`config.mk`:
```
export PLATFORM = sky130hd
export DESIGN_NAME = prog_mem
export DESIGN_NICKNAME = d
export VERILOG_FILES = /design/src/rtl/prog_mem.sv
export SDC_FILE = /design/constraint.sdc
export NUM_CORES = 2
export LEC_CHECK = 0
export BUFFER_PORTS_ARGS = -buffer_cell sky130_fd_sc_hd__buf_2
export CAP_MARGIN = 10
export CORE_MARGIN = 2
export CORE_UTILIZATION = 55
export DETAILED_ROUTE_END_ITERATION = 10
export GPL_TIMING_DRIVEN = 0
export PLACE_DENSITY_LB_ADDON = 0.15
export RECOVER_POWER = 50
export SYNTH_ARGS = -nofsm -noshare
export SYNTH_HDL_FRONTEND = slang
export SYNTH_SLANG_ARGS = --single-unit
export TNS_END_PERCENT = 5
```
`constraint.sdc`:
```
create_clock -name clk -period 6.3 [get_ports clk]
set_input_delay 0.315 -clock clk [delete_from_list [all_inputs] [get_ports clk]]
set_output_delay 0.315 -clock clk [all_outputs]
set_load 0.05 [all_outputs]
```
`src/rtl/prog_mem.sv`:
```
// Unified program/data memory with a reset-time byte-stream loader that releases the core once the image is in.
// Optional write protection of the low region in RUN is enabled by defining PROG_MEM_WP_EN.
module prog_mem #(
  parameter int unsigned       DEPTH      = 256,
  parameter int unsigned       ADDR_W     = 8,
  parameter int unsigned       DATA_W     = 8,
  parameter logic [ADDR_W-1:0] PROT_LIMIT = ADDR_W'('h40)
) (
  input  logic              clk,
  input  logic              rst,
  input  logic [ADDR_W-1:0] cpu_addr,
  input  logic [DATA_W-1:0] cpu_wdata,
  input  logic              cpu_we,
  output logic [DATA_W-1:0] cpu_rdata,
  output logic              cpu_run,
  input  logic              ld_valid,
  input  logic [DATA_W-1:0] ld_data,
  input  logic              ld_last,
  output logic              ld_ready,
  output logic [ADDR_W:0]   ld_count,
  output logic              prot_fault
);

  localparam int unsigned     IDX_W    = $clog2(DEPTH);
  localparam logic [ADDR_W:0] LAST_CNT = (ADDR_W+1)'(DEPTH - 1);
`ifdef PROG_MEM_WP_EN
  localparam bit WP_EN = 1'b1;
`else
  localparam bit WP_EN = 1'b0;
`endif

  typedef enum logic [1:0] {S_IDLE, S_LOAD, S_RUN} state_t;

  state_t            r_state, w_state_nxt;
  logic [DATA_W-1:0] r_mem [DEPTH];
  logic [IDX_W-1:0]  r_ld_ptr;
  logic [ADDR_W:0]   r_ld_count;
  logic              r_prot_fault;
  logic              w_ld_accept, w_ld_final, w_wp_hit, w_cpu_wr;
  logic [IDX_W-1:0]  w_cpu_idx;

  assign w_cpu_idx   = cpu_addr[IDX_W-1:0];
  assign w_ld_accept = ld_valid && (r_state != S_RUN);
  // The byte accepted while the count reads DEPTH-1 fills the last word.
  assign w_ld_final  = ld_last || (r_ld_count == LAST_CNT);
  assign w_wp_hit    = WP_EN && (r_state == S_RUN) && cpu_we && (cpu_addr < PROT_LIMIT);
  assign w_cpu_wr    = (r_state == S_RUN) && cpu_we && !w_wp_hit;

  always_comb begin
    w_state_nxt = r_state;
    cpu_run     = 1'b0;
    ld_ready    = 1'b1;
    case (r_state)
      S_IDLE, S_LOAD: begin
        if (w_ld_accept) w_state_nxt = w_ld_final ? S_RUN : S_LOAD;
      end
      S_RUN: begin
        cpu_run  = 1'b1;
        ld_ready = 1'b0;
      end
      default: w_state_nxt = S_IDLE;
    endcase
  end

  always_ff @(posedge clk) begin
    if (rst) begin
      r_state      <= S_IDLE;
      r_ld_ptr     <= '0;
      r_ld_count   <= '0;
      r_prot_fault <= 1'b0;
    end else begin
      r_state <= w_state_nxt;
      if (w_ld_accept) begin
        r_ld_ptr   <= r_ld_ptr + 1'b1;
        r_ld_count <= r_ld_count + 1'b1;
      end
      if (w_wp_hit) r_prot_fault <= 1'b1;
    end
  end

  // Contents survive reset so a partial reload keeps earlier bytes.
  always_ff @(posedge clk) begin
    if (w_ld_accept)   r_mem[r_ld_ptr]  <= ld_data;
    else if (w_cpu_wr) r_mem[w_cpu_idx] <= cpu_wdata;
  end

  assign cpu_rdata  = r_mem[w_cpu_idx];
  assign ld_count   = r_ld_count;
  assign prot_fault = r_prot_fault;

endmodule

```
==> impl_metrics.ini <==
[status]
outcome = finished with violations
violations = capacitance limit, slew limit

[worst_setup_path]
cp.arrival_ps = 5940
crit_buf_inv = 5
rr_endpoint = r_mem[223][1]
worst-path-stages = 10
worstSetupStartpointType = input port
endpoint_kind = output pin
crit_type = input port to output pin
critPathRequiredTime_ps = 5980
crit_top_cell = clkbuf_1
r2r-start = r_state[0]
r2r_slack_ps = 450
cp_max_fo = 10
slowest_delay_ps = 1030
cp_cell_sequence = buf_2 > nor2b_1 > clkbuf_1 > clkbuf_1 > clkbuf_1 > a22oi_1 > a21oi_1 > nor4b_2 > nor4_1 > buf_2
critPathTopFamily = buffers and inverters
cp_slowest_cell = clkbuf_1
reg2regPathDepth = 9

[yosys]
seq_area_frac_synth_pct = 76.8
synth_edf_count = 2048
post_synth.cell_area_avg_um2 = 20.4
synth_ff_type = edfxtp_1
syn_nets = 3988
netlist_area_um2 = 80600
async_flop_share_pct = 0
synth_top_area_share_pct = 76.3
netlist-cell-type-count = 56
ys_warn_count = 0
synth_seq_cells = 2067
synth_top_cell_by_area = edfxtp_1
syn_inst = 3956
synthTopCellsByArea = edfxtp_1, mux4_2, mux2i_1

[pwr]
power.total_mw = 28.9
p_seq_share_pct = 52.9
power_frac_clock_pct = 40.3
p_per_area_nw_per_um2 = 321
vdd.ir_drop.worst_uv = 306
swShare_pct = 23.1
p_leak_nw = 28.1
comb_power_share_pct = 6.8
p_int_mw = 22.2
p_switching_mw = 6.68

[grt]
antenna_found_initial = 18
grt-busiest-layer = met2
grt_max_degree = 97
grt_pass1_wl_um = 353000
gr-usage-met2_pct = 50.5
globalRouteTotalUtil_pct = 35.4
first_global_vias = 41900
use_met1_pct = 46.4
gr-total-overflow = 0
met3_usage_pct = 14.9

[drt]
totalWireLength_um = 265000
vias = 44800
drt_iter0_drc = 7887
routedWlPerCell_um = 41.8
via_per_inst = 7.07
drtAntennaViolNets = 0
drt_pre_antenna_iters = 8
drc = 0

[clock_network]
cts_setup_buffers = 0
cts_buffers = 203
cts-resized-gates = 0
cts_root_buf = clkbuf_16
cts_tree = built
clk_latency_ps = 870
clockBufferDepth = 3
clkSlewWorstSetupHoldPaths_ps = 60
cts_sinks = 2067
h-tree-depth = 4

[sta]
max_freq_ghz = 0.160
relSlewSlack_pct = -117
drv_slew = 805
hold_viol = 0
finalSetupViolCount = 0
min_period_over_period_pct = 99.2
clock_skew_ps = 32.3
worst_pin_slew_ps = 3250
hold_ws_ps = 321
rsz0062_at_grt = false
fin_crit_ps = 6250

[die]
io_pins = 49
chipHeight_um = 387
initial_core_util_pct = 55.4
rows = 140
dieArea_um2 = 150000
core_um2 = 146000
chipWidth_um = 387

[cells_and_area]
drive_gt1_share_pct = 20.7
syn2layout_area_growth_pct = 11.8
fin_nets = 4285

[placed_design]
dp_hpwl_um = 178000
port_buffers = 44
gp_congestion = 1.02

[hold_path]
hold_class = input port to flop
holdPathStages = 3
hold-path-endpoint = r_mem[17][7]
hp-start = cpu_wdata[7]

[run]
maxCapViolations = 15
==> kinds of logic after synthesis <==
kind of cell | synth area share [%]
mux | 14.2
buf+inv | 1.83
flops | 76.8
fa+ha+maj | 0.0466
xor+xnor | 0.120
simple gates | 3.07
other cells | 0.00465
compound gates | 3.97
==> worst min-delay path, stage by stage <==
cell	delay, ps
buf_2	70
nand2_1	40
nand2_1	490
==> routing by layer <==
layer  vias to the layer above  routed length (µm)
li1                      17000                   -
met1                     23300               92500
met2                      3717              115000
met3                       766               40100
met4                        16               17500
met5                         -                 269
==> worst max-delay path by stage <==
stage,startpoint,to,slack [ps]
6_report,cpu_addr[3],cpu_rdata[3],50
5_1_grt,r_state[0],r_mem[89][3],140
4_1_cts,cpu_addr[1],cpu_rdata[1],530
3_5_place_dp,cpu_addr[1],cpu_rdata[1],550
3_3_place_gp,r_state[0],r_mem[92][0],-3420
2_1_floorplan,r_state[0],r_mem[0][0],1120
==> what timing repair did <==
item | 4_1_cts | 5_1_grt
hold buffers | 6 | 0
setup endpoints to repair | 0 | 0
endpoints found under the hold margin | 9 | 0
==> registers in the layout (all words and copies together) (netlist names) <==
signal and flops:
r_mem 2048, r_ld_ptr 8, r_state 2, ld_count 9
==> power by group through the flow <==
| stage | combinational, mW | sequential (mW) | clock, mW |
|---|---|---|---|
| after floorplan | 0.935 | 15.7 | 0 |
| after global placement | 1.79 | 15.8 | 0 |
| after detailed placement | 1.91 | 15.6 | 0 |
| after CTS | 1.91 | 15.3 | 11.7 |
| after global routing | 1.96 | 15.3 | 12.2 |
| final | 1.96 | 15.3 | 11.7 |
==> per-stage QoR <==
step | cells | worst slack [ps] | instance area [µm²] | setup TNS [ps] | utilization (%)
3_3_place_gp | 5917 | -3420 | 83200 | -5878210 | 57.2
6_report | 6342 | 49.1 | 90100 | 0 | 61.9
4_1_cts | 6322 | 531 | 90400 | 0 | 62.1
3_5_place_dp | 5954 | 547 | 84100 | 0 | 57.7
2_1_floorplan | 3956 | 1120 | 80600 | 0 | -
5_1_grt | 6327 | 144 | 90100 | 0 | 61.9
==> cells in the final DEF (no fill, tap or decap), types with 16 or more instances in the layout <==
cell	Yosys	routed
clkinv_1	2	46
buf_6	33	36
mux4_2	426	426
buf_4	25	32
clkbuf_16	0	207
buf_8	9	16
nor2_1	281	281
buf_2	50	87
mux2i_1	175	175
a211oi_1	37	33
edfxtp_1	2048	2048
a22oi_1	161	161
nand2_1	125	125
o22ai_1	29	29
a21oi_1	107	107
o221ai_1	38	38
o21ai_0	29	29
dfxtp_1	19	19
nor4_1	21	21
clkinv_2	0	33
nand3_1	34	34
clkbuf_1	111	173
==> cells in the mapped netlist (11+ instances only) <==
| library cell | instances |
|---|---|
| nand3_1 | 34 |
| a21oi_1 | 107 |
| buf_4 | 25 |
| buf_1 | 14 |
| nor2_1 | 281 |
| buf_6 | 33 |
| nand2b_1 | 11 |
| a211oi_1 | 37 |
| mux4_2 | 426 |
| clkbuf_1 | 111 |
| a221oi_1 | 15 |
| buf_2 | 50 |
| o21ai_0 | 29 |
| nor2b_1 | 14 |
| nand2_1 | 125 |
| dfxtp_1 | 19 |
| mux2i_1 | 175 |
| o221ai_1 | 38 |
| a22oi_1 | 161 |
| nor4_1 | 21 |
| edfxtp_1 | 2048 |
| nand3b_1 | 12 |
| o22ai_1 | 29 |
| and2_1 | 11 |
==> area by class of cell <==
cell class	count	area (µm²)
Fill cell	10100	55500
Buffer	244	1460
Inverter	6	22.5
Clock buffer	259	5380
Timing Repair Buffer	92	808
Antenna cell	15	37.5
Sequential cell	2067	61900
Tap cell	1917	2400
Multi-Input combinational cell	1639	17300
Clock inverter	103	870
No activity file was read; power rests on OpenSTA's default activity.
